--- config.mk ---
export PLATFORM = sky130hd
export DESIGN_NAME = alu_share_ctrl_flat
export DESIGN_NICKNAME = d
export VERILOG_FILES = /design/src/rtl/alu_pkg.sv /design/src/rtl/alu_share_ctrl_if.sv /design/src/rtl/alu_share_ctrl_rr_arbiter.sv /design/src/rtl/alu_share_ctrl.sv /design/src/flat_wrapper.sv
export SDC_FILE = /design/constraint.sdc
export NUM_CORES = 1
export LEC_CHECK = 0
export CAP_MARGIN = 15
export CORE_AREA = 4 4 161 163
export CTS_BUF_LIST = sky130_fd_sc_hd__clkbuf_2 sky130_fd_sc_hd__clkbuf_4 sky130_fd_sc_hd__clkbuf_8
export CTS_CLUSTER_DIAMETER = 80
export DETAILED_ROUTE_END_ITERATION = 7
export DIE_AREA = 0 0 165 167
export GPL_TIMING_DRIVEN = 0
export PLACE_DENSITY_LB_ADDON = 0.2
export SYNTH_ARGS = -nofsm -noshare
export SYNTH_HDL_FRONTEND = slang
export SYNTH_SLANG_ARGS = --single-unit
--- constraint.sdc ---
create_clock -name clk -period 4 [get_ports clk]
set_input_delay 0.8 -clock clk [delete_from_list [all_inputs] [get_ports clk]]
set_output_delay 0.8 -clock clk [all_outputs]
set_load 0.02 [all_outputs]
--- src/rtl/alu_pkg.sv ---
// rtl/alu_pkg.sv - ALU opcode encoding shared by the ALU and its sequencer
package alu_pkg;

    localparam int OPW = 3;

    typedef enum logic [OPW-1:0] {
        ALU_ADD     = 3'd0,
        ALU_AND     = 3'd1,
        ALU_OR      = 3'd2,
        ALU_XOR     = 3'd3,
        ALU_NOT     = 3'd4,
        ALU_ROTR    = 3'd5,
        ALU_SHR     = 3'd6,
        ALU_ILLEGAL = 3'd7
    } alu_op_t;

    function automatic logic op_is_legal(input alu_op_t op);
        return op != ALU_ILLEGAL;
    endfunction

endpackage

--- src/rtl/alu_share_ctrl_if.sv ---
// rtl/alu_share_ctrl_if.sv - requester, ALU and response signals of the shared ALU sequencer
interface alu_share_ctrl_if
    import alu_pkg::*;
#(
    parameter int NREQ  = 4,
    parameter int WIDTH = 32
);
    localparam int IDW = $clog2(NREQ);

    logic [NREQ-1:0]             req_valid;
    logic [NREQ-1:0]             req_ready;
    alu_op_t [NREQ-1:0]          req_op;
    logic [NREQ-1:0][WIDTH-1:0]  req_a;
    logic [NREQ-1:0][WIDTH-1:0]  req_b;

    alu_op_t                     alu_op;
    logic [WIDTH-1:0]            alu_a;
    logic [WIDTH-1:0]            alu_b;
    logic [WIDTH-1:0]            alu_result;

    logic                        resp_valid;
    logic                        resp_ready;
    logic [IDW-1:0]              resp_id;
    logic [WIDTH-1:0]            resp_data;
    logic                        resp_err;

    modport slave (
        input  req_valid, req_op, req_a, req_b, alu_result, resp_ready,
        output req_ready, alu_op, alu_a, alu_b, resp_valid, resp_id, resp_data, resp_err
    );

    modport master (
        output req_valid, req_op, req_a, req_b, alu_result, resp_ready,
        input  req_ready, alu_op, alu_a, alu_b, resp_valid, resp_id, resp_data, resp_err
    );

endinterface

--- src/rtl/alu_share_ctrl_rr_arbiter.sv ---
// rtl/alu_share_ctrl_rr_arbiter.sv - combinational round-robin pick starting after last_grant
module rr_arbiter #(
    parameter  int NREQ = 4,
    localparam int IDW  = $clog2(NREQ)
) (
    input  logic [NREQ-1:0] req,
    input  logic [IDW-1:0]  last_grant,
    output logic [NREQ-1:0] grant,
    output logic [IDW-1:0]  grant_idx,
    output logic            grant_vld
);

    // Scan NREQ slots beginning one past the previous winner; last_grant itself is checked last.
    always_comb begin
        grant_idx = '0;
        grant_vld = 1'b0;
        for (int i = 1; i <= NREQ; i++) begin
            if (!grant_vld && req[(int'(last_grant) + i) % NREQ]) begin
                grant_vld = 1'b1;
                grant_idx = IDW'((int'(last_grant) + i) % NREQ);
            end
        end
    end

    assign grant = grant_vld ? (NREQ'(1) << grant_idx) : '0;

endmodule

--- src/rtl/alu_share_ctrl.sv ---
// rtl/alu_share_ctrl.sv - round-robin sequencer sharing one external ALU among NREQ requesters
module alu_share_ctrl
    import alu_pkg::*;
#(
    parameter int NREQ    = 4,
    parameter int WIDTH   = 32,
    parameter int ALU_LAT = 1
) (
    input  logic              clk,
    input  logic              rst,
    alu_share_ctrl_if.slave   bus
);

    localparam int IDW  = $clog2(NREQ);
    localparam int CNTW = (ALU_LAT > 1) ? $clog2(ALU_LAT) : 1;
    localparam logic [CNTW-1:0] CNT_INIT  = CNTW'(ALU_LAT - 1);
    localparam logic [IDW-1:0]  LAST_INIT = IDW'(NREQ - 1);

    typedef enum logic [1:0] {
        ST_IDLE,
        ST_EXEC,
        ST_RESP
    } state_t;

    state_t            state, state_n;
    logic [CNTW-1:0]   cnt;
    logic [IDW-1:0]    last_grant;
    logic [IDW-1:0]    resp_id_q;
    logic [WIDTH-1:0]  resp_data_q;
    logic              resp_err_q;
    alu_op_t           alu_op_q;
    logic [WIDTH-1:0]  alu_a_q;
    logic [WIDTH-1:0]  alu_b_q;

    logic [NREQ-1:0]   grant;
    logic [IDW-1:0]    grant_idx;
    logic              grant_vld;
    logic              accept;
    alu_op_t           sel_op;
    logic              sel_legal;

    rr_arbiter #(.NREQ(NREQ)) u_arb (
        .req        (bus.req_valid),
        .last_grant (last_grant),
        .grant      (grant),
        .grant_idx  (grant_idx),
        .grant_vld  (grant_vld)
    );

    // Grant is only offered while idle, so a response handshake and a new grant never overlap.
    always_comb begin
        state_n       = state;
        accept        = 1'b0;
        bus.req_ready = '0;
        sel_op        = bus.req_op[grant_idx];
        sel_legal     = op_is_legal(sel_op);
        unique case (state)
            ST_IDLE: begin
                if (grant_vld) begin
                    accept        = 1'b1;
                    bus.req_ready = grant;
                    state_n       = sel_legal ? ST_EXEC : ST_RESP;
                end
            end
            ST_EXEC: begin
                if (cnt == '0) state_n = ST_RESP;
            end
            ST_RESP: begin
                if (bus.resp_ready) state_n = ST_IDLE;
            end
            default: state_n = ST_IDLE;
        endcase
    end

    always_ff @(posedge clk or posedge rst) begin
        if (rst) state <= ST_IDLE;
        else     state <= state_n;
    end

    // ALU operand registers load only for legal ops, so an illegal request leaves the ALU inputs quiet.
    always_ff @(posedge clk or posedge rst) begin
        if (rst) begin
            cnt         <= '0;
            last_grant  <= LAST_INIT;
            resp_id_q   <= '0;
            resp_data_q <= '0;
            resp_err_q  <= 1'b0;
            alu_op_q    <= ALU_ADD;
            alu_a_q     <= '0;
            alu_b_q     <= '0;
        end else begin
            unique case (state)
                ST_IDLE: begin
                    if (accept) begin
                        last_grant <= grant_idx;
                        resp_id_q  <= grant_idx;
                        if (sel_legal) begin
                            alu_op_q <= sel_op;
                            alu_a_q  <= bus.req_a[grant_idx];
                            alu_b_q  <= bus.req_b[grant_idx];
                            cnt      <= CNT_INIT;
                        end else begin
                            resp_err_q  <= 1'b1;
                            resp_data_q <= '0;
                        end
                    end
                end
                ST_EXEC: begin
                    if (cnt == '0) begin
                        resp_data_q <= bus.alu_result;
                        resp_err_q  <= 1'b0;
                    end else begin
                        cnt <= cnt - 1'b1;
                    end
                end
                default: ;
            endcase
        end
    end

    assign bus.resp_valid = (state == ST_RESP);
    assign bus.resp_id    = resp_id_q;
    assign bus.resp_data  = resp_data_q;
    assign bus.resp_err   = resp_err_q;
    assign bus.alu_op     = alu_op_q;
    assign bus.alu_a      = alu_a_q;
    assign bus.alu_b      = alu_b_q;

endmodule

--- src/flat_wrapper.sv ---
// flat-port wrapper written by rule: the top's interface ports become plain ports
module alu_share_ctrl_flat import alu_pkg::*;
#(
    parameter int NREQ    = 4,
    parameter int WIDTH   = 32,
    parameter int ALU_LAT = 1
)
  (clk, rst, bus_req_valid, bus_req_op, bus_req_a, bus_req_b, bus_alu_result, bus_resp_ready, bus_req_ready, bus_alu_op, bus_alu_a, bus_alu_b, bus_resp_valid, bus_resp_id, bus_resp_data, bus_resp_err);
  alu_share_ctrl_if #(.NREQ(NREQ), .WIDTH(WIDTH)) bus_i ();
  input  logic clk;
  input  logic rst;
  input wire logic [$bits(bus_i.req_valid)-1:0] bus_req_valid;
  input wire logic [$bits(bus_i.req_op)-1:0] bus_req_op;
  input wire logic [$bits(bus_i.req_a)-1:0] bus_req_a;
  input wire logic [$bits(bus_i.req_b)-1:0] bus_req_b;
  input wire logic [$bits(bus_i.alu_result)-1:0] bus_alu_result;
  input wire logic [$bits(bus_i.resp_ready)-1:0] bus_resp_ready;
  output wire logic [$bits(bus_i.req_ready)-1:0] bus_req_ready;
  output wire logic [$bits(bus_i.alu_op)-1:0] bus_alu_op;
  output wire logic [$bits(bus_i.alu_a)-1:0] bus_alu_a;
  output wire logic [$bits(bus_i.alu_b)-1:0] bus_alu_b;
  output wire logic [$bits(bus_i.resp_valid)-1:0] bus_resp_valid;
  output wire logic [$bits(bus_i.resp_id)-1:0] bus_resp_id;
  output wire logic [$bits(bus_i.resp_data)-1:0] bus_resp_data;
  output wire logic [$bits(bus_i.resp_err)-1:0] bus_resp_err;
  assign bus_i.req_valid = bus_req_valid;
  assign bus_i.req_op = bus_req_op;
  assign bus_i.req_a = bus_req_a;
  assign bus_i.req_b = bus_req_b;
  assign bus_i.alu_result = bus_alu_result;
  assign bus_i.resp_ready = bus_resp_ready;
  assign bus_req_ready = bus_i.req_ready;
  assign bus_alu_op = bus_i.alu_op;
  assign bus_alu_a = bus_i.alu_a;
  assign bus_alu_b = bus_i.alu_b;
  assign bus_resp_valid = bus_i.resp_valid;
  assign bus_resp_id = bus_i.resp_id;
  assign bus_resp_data = bus_i.resp_data;
  assign bus_resp_err = bus_i.resp_err;
  alu_share_ctrl #(.NREQ(NREQ), .WIDTH(WIDTH), .ALU_LAT(ALU_LAT)) u_core (.clk(clk), .rst(rst), .bus(bus_i));
endmodule
* Word level (Yosys, flattened, before mapping)
Cells that the tools add are included.
** Storage, ports and cells
- Register bits after elaboration :: 107
- Input bits :: 307
- Output and inout port bits :: 107
- Logic and storage cells :: 97
** Cells by class
- Add/sub/neg operators :: 5
- $lt $le $gt $ge :: 5
- Equal/unequal tests :: 9
- Shifts and indexed selects :: 1
- Mux-type cells :: 47
- Bitwise operators :: 4
- Reduce and logical (&&, ||, !) cells :: 17
** Operators by type and width (count)
- two-way mux 32 bit :: 5
- binary-select mux 32 bit (select 2 bit) :: 2
- one-hot mux 32 bit (2 select lines) :: 1
- two-way mux 1 bit :: 20
- less-than comparator 3 x 4 -> 1 bit, second input constant :: 4
- two-way mux 2 bit :: 8
- AND reduction 3 bit :: 3
- binary-select mux 1 bit (select 2 bit) :: 4
- two-way mux 4 bit :: 2
- OR reduction 2 bit :: 4
- binary-select mux 3 bit (select 2 bit) :: 1
- != test 2 x 1 -> 1 bit, second input constant :: 3
- != test 2 bit, second input constant :: 3
- one-hot mux 2 bit (3 select lines) :: 1
- adder 2 x 1 -> 2 bit, second input constant :: 2
- adder 2 bit, second input constant :: 2
- AND 1 bit, first input constant :: 4
- one-hot mux 1 bit (2 select lines) :: 2
- AND reduction 4 bit :: 1
- left shift 1 x 2 -> 4 bit, first input constant :: 1
- logical AND 1 bit :: 3
- logical NOT 1 bit :: 3
- less-than comparator 2 x 3 -> 1 bit, second input constant :: 1
- two-way mux 3 bit :: 1
- 7 further kinds :: 7

* Depth between registers and ports, before layout
Gate-level depths: netlist of run 1.
- Depth after elaboration :: 22
- Depth in mapped cells :: 10

* Modules after synthesis
A second synthesis of run 1 with hierarchy kept.
** Unflattened totals
- Cells, all modules :: 431
- Area, all modules :: 6117.1 um^2
** By module, submodules not included
- alu_share_ctrl :: times used 1, cells an instance 401, area each 5915.7 um^2, seq. area each 2655.0 um^2
- rr_arbiter :: times used 1, cells an instance 30, area each 201.4 um^2, seq. area each 0.0 um^2

* Worst setup path before layout of run 1
OpenSTA, ideal clock, no wires.
- Path type :: input port to output port
- Start point :: in bus_req_valid[1]
- End point :: out bus_req_ready[1]
- Arrival :: 2.456 ns
- Required time :: 3.200 ns
- Setup slack :: 0.744 ns
- Stages :: 8
- Path buffers :: 4
- Path through :: nor2b_1 a21oi_1 o221a_2 buf_2 buf_2 clkbuf_1 clkbuf_1 nor3_1
** On the way
- Longest elaborated chain between the ends :: 16
- Elaborated cells on any way between the ends :: 29
- Classes of those cells :: shift (1); mux (22); reduce/logical (6)
** Ends and longest elaborated chain
- start: declaration :: RTL line flat_wrapper.sv:12 : input wire logic [$bits(bus_i.req_valid)-1:0] bus_req_valid;
- binary-select mux 1 bit (select 2 bit) :: RTL line alu_share_ctrl_rr_arbiter.sv:18 : if (!grant_vld && req[(int'(last_grant) + i) % NREQ]) begin
- two-way mux 1 bit (not written as such) (2 in a row) :: RTL line alu_share_ctrl_rr_arbiter.sv:18
- two-way mux 1 bit :: RTL line alu_share_ctrl_rr_arbiter.sv:18
- logical NOT 1 bit :: RTL line alu_share_ctrl_rr_arbiter.sv:18
- logical AND 1 bit :: RTL line alu_share_ctrl_rr_arbiter.sv:18
- two-way mux 1 bit :: RTL line alu_share_ctrl_rr_arbiter.sv:18
- logical NOT 1 bit :: RTL line alu_share_ctrl_rr_arbiter.sv:18
- logical AND 1 bit :: RTL line alu_share_ctrl_rr_arbiter.sv:18
- two-way mux 1 bit :: RTL line alu_share_ctrl_rr_arbiter.sv:18
- logical NOT 1 bit :: RTL line alu_share_ctrl_rr_arbiter.sv:18
- logical AND 1 bit :: RTL line alu_share_ctrl_rr_arbiter.sv:18
- two-way mux 2 bit :: RTL line alu_share_ctrl_rr_arbiter.sv:18
- left shift 1 x 2 -> 4 bit :: RTL line alu_share_ctrl_rr_arbiter.sv:25 : assign grant = grant_vld ? (NREQ'(1) << grant_idx) : '0;
- two-way mux 4 bit (*) :: RTL line alu_share_ctrl.sv:59 : if (grant_vld) begin
- two-way mux 4 bit (*) :: RTL line alu_share_ctrl.sv:57 : unique case (state)
- end: declaration :: RTL line flat_wrapper.sv:18 : output wire logic [$bits(bus_i.req_ready)-1:0] bus_req_ready;
Mark *: on every way between the ends. The rest lies on a longest branch, timed or not. The select of a mux whose other input is x is not followed.

* Worst setup path after layout of run 1
- Start point :: in bus_req_valid[3]
- End point :: out bus_req_ready[3]
Same word-level chain as after synthesis.

==> results of run 1 <==
==> Yosys cell counts <==
library cell | instances | share of area
nand2_1 | 135 | 0.081
o32ai_1 | 1 | 0.0014
nor2b_1 | 4 | 0.0040
a21o_1 | 1 | 0.0012
o221a_2 | 1 | 0.0018
buf_2 | 7 | 0.0056
mux2_2 | 18 | 0.032
and3b_1 | 1 | 0.0014
a211oi_1 | 64 | 0.077
nor4_4 | 1 | 0.0034
o32a_1 | 1 | 0.0016
dfstp_2 | 2 | 0.0084
buf_12 | 5 | 0.016
nor2_1 | 68 | 0.041
buf_4 | 1 | 0.0012
o41ai_1 | 1 | 0.0014
nand2b_1 | 1 | 0.0010
a211o_1 | 1 | 0.0014
and2_1 | 64 | 0.064
buf_1 | 6 | 0.0036
nor4_1 | 1 | 0.0010
mux2i_1 | 10 | 0.016
clkbuf_1 | 44 | 0.026
dfrtp_1 | 104 | 0.41
and3_1 | 2 | 0.0020
inv_1 | 3 | 0.0018
buf_6 | 1 | 0.0018
a21oi_1 | 7 | 0.0056
or2_2 | 1 | 0.0010
mux2_1 | 49 | 0.088
nor3_1 | 33 | 0.026
a2bb2oi_1 | 3 | 0.0042
a31oi_1 | 65 | 0.065
==> kinds of logic (layout without fill, tap and decap cells) <==
family	after synthesis	count (layout)	share of synthesized area
compound gates	145	145	0.160
buf+inv	67	492	0.0562
flops	106	106	0.423
mux	77	77	0.136
other cells	0	3	0
simple gates	311	311	0.225
==> worst min path at each step <==
stage | start | endpoint | slack, ns | cells past startpoint
floorplan | u_core.last_grant[1]$_DFFE_PP1P_ | u_core.last_grant[1]$_DFFE_PP1P_ | 0.48 | 2
global placement | u_core.bus.resp_id[1]$_DFFE_PP0P_ | u_core.bus.resp_id[1]$_DFFE_PP0P_ | 0.46 | 2
detailed placement | u_core.bus.alu_b[18]$_DFFE_PP0P_ | u_core.bus.alu_b[18]$_DFFE_PP0P_ | 0.47 | 1
CTS | u_core.bus.alu_b[8]$_DFFE_PP0P_ | u_core.bus.alu_b[8]$_DFFE_PP0P_ | 0.50 | 1
global route | u_core.bus.alu_b[6]$_DFFE_PP0P_ | u_core.bus.alu_b[6]$_DFFE_PP0P_ | 0.51 | 1
finish | u_core.bus.alu_a[29]$_DFFE_PP0P_ | u_core.bus.alu_a[29]$_DFFE_PP0P_ | 0.50 | 1
==> sequential cells by signal, indices dropped and copies added, names as in the netlist <==
name                  count
u_core.bus.alu_a         32
u_core.bus.alu_b         32
u_core.bus.resp_data     32
u_core.bus.alu_op         3
u_core.bus.resp_id        2
u_core.last_grant         2
u_core.state              2
u_core.bus.resp_err       1
==> layer usage <==
metal  GRT usage  vias to the layer above  wire (µm)  part of all wire
li1            -                     3322          -                 -
met1       0.244                     3299      11800              0.39
met2       0.372                      258      15200              0.50
met3      0.0645                       26       2710             0.090
met4      0.0448                        4        470             0.016
met5           0                        -         27           0.00089
==> worst register-to-register path: cells and delay by family, from the launching register on <==
family,cells,cell delay (ns)
buffers and inverters,3,0.67
muxes,3,0.82
and+or+nand+nor,1,0.25
DFF,1,0.61
AOI/OAI and AO/OA,2,0.56
==> where the power goes <==
group	leakage [nW]	internal (mW)	switching, mW
clock	0.0958	0.245	0.462
combinational	3.01	2.44	2.79
sequential	1.23	1.66	0.294
==> per-stage QoR <==
| step | cells | power, mW |
|---|---|---|
| floorplan | 706 | 4.91 |
| global route | 1458 | 8.48 |
| detailed placement | 1444 | 7.26 |
| finish | 1458 | 7.90 |
| CTS | 1455 | 8.00 |
| global placement | 1443 | 7.22 |
==> cell usage in the layout (no fill, tap or decap), types with 2 or more instances in the layout <==
master,netlist,layout
clkdlybuf4s50_1,0,411
nand2_1,135,135
dfrtp_1,104,104
nor2_1,68,68
a31oi_1,65,65
and2_1,64,64
a211oi_1,64,64
mux2_1,49,49
clkbuf_1,44,39
nor3_1,33,33
mux2_2,18,18
mux2i_1,10,10
clkbuf_8,0,10
a21oi_1,7,7
buf_12,5,6
buf_2,7,5
buf_1,6,5
nor2b_1,4,4
diode_2,0,3
buf_6,1,3
a2bb2oi_1,3,3
inv_8,0,3
inv_1,3,2
and3_1,2,2
inv_6,0,2
clkinv_4,0,2
dfstp_2,2,2
==> area by class of cell <==
cell class | count | area (µm²)
inverter | 3 | 16.3
clock buffer | 9 | 124
clock inverter | 7 | 67.6
fill | 2385 | 13200
antenna | 3 | 7.51
tap | 324 | 405
sequential | 106 | 2660
buffer | 59 | 358
timing repair buffer | 414 | 4160
multi-input combinational | 533 | 3300
==> timing repair <==
item / CTS / global route
pin swaps: 0 / 0
setup endpoints to repair: 4 / 3
hold buffers: 0 / 0
resized for setup: 10 / 6
cloned: 0 / 0
==> results.toml, run 1 <==
[global_route]
grt_pass1_vias = 7111
grt_overflow = 0
grt_use_total = 0.209
antenna_found_initial = 5
grt_pass1_wl_um = 43900
grt_max_degree = 56

[sta]
rsz0062_at_grt = "yes"
fin_crit_ns = 3.92
post-route-period-util = 0.981
setup_viol = 0
timing.final.ws_setup_ns = 0.0752
finalMaxSlewViolations = 0
relSlewSlack = 0.490
tightest_slew_ns = 0.764
finalClockSkew_ns = 0.0155
fmax_mhz = 255
whs_ns = 0.497
hold_violations = 0
tns_ns = 0

[route]
vias = 6909
drt_iter0_markers = 453
drc = 0
drt-wirelength-per-cell_um = 20.7
ant_nets = 0
routed_via_density = 4.74
routed_wl_um = 30200
dr.pass1.iters = 4

[critical_path]
end_kind = "output pin"
worst-path-max-fanout = 28
timing.rr.end = "u_core.bus.alu_a[5]$_DFFE_PP0P_"
slowest_delay_ns = 0.64
startpoint_type = "input pin"
path_depth = 7
worst_path_most_repeated_cell = "clkdlybuf4s50_1"
arrival_ns = 3.12
critPathLaunch = "bus_req_valid[3]"
path_cells = "clkdlybuf4s50_1, and3b_1, o32a_1, buf_12, nand2_1, nor2_1, clkdlybuf4s50_1"
worstSetupPathType = "in2out"
crit-reg2reg-launch = "u_core.last_grant[1]$_DFFE_PP1P_"
cpLargestDelayFamily = "buffers and inverters"
required_ns = 3.20
worstRegToRegCells = 9
crit_path_end = "bus_req_ready[3]"
rrSetupSlack_ns = 0.96
cp_slowest_cell = "clkdlybuf4s50_1"
crit_buf_inv = 3

[synthesis]
ys_ff_latch = 106
ys_warn_count = 0
synth_cell_types = 33
synth_fp_nets = 1013
syn_inst = 706
avgSynthCellArea_um2 = 8.89
netlist_area_um2 = 6280
seq_area_frac_synth = 0.423

[die]
die-area_um2 = 27600
die_x_um = 165
ios = 414
initial_utilization = 0.258
row_count = 57
die_y_um = 167
core_um2 = 24300

[clocking]
cts_root_buffer = "clkbuf_8"
cts_setup_buffers = 0
path_clk_slew_ns = 0.12
cts_tree = "done"
clk_latency_ns = 0.40
clock-sinks = 106
cts_buffers = 9
htreeDepth = 3
clk_path_buf_depth = 2

[place]
placed_cell_area_um2 = 10900
place_congestion = 0.848
dpl_worst_slack_ns = -1.20
dp_hpwl_um = 23600
port_buffers = 413

[job]
maxCapViolCount = 0

[final_layout]
drive_above_1_share = 0.0513
final_core_util = 0.456
nets = 1433
area_growth_pct = 76.7
fin_area_um2 = 11100

[min_path]
hold_class = "reg2reg"

[power_and_ir_drop]
power.density_nw_per_um2 = 712
peakVddDrop_mv = 0.472
p_leak_nw = 4.34

[outcome]
outcome = "finished, final reports clean"
(Power assumes the default switching activity.)
==> run 2: changes to the inputs <==
Settings changed: HOLD_SLACK_MARGIN from default to 0.05.
==> results of run 2 <==
No change in the layout: final DEF, timing and power equal those of run 1.
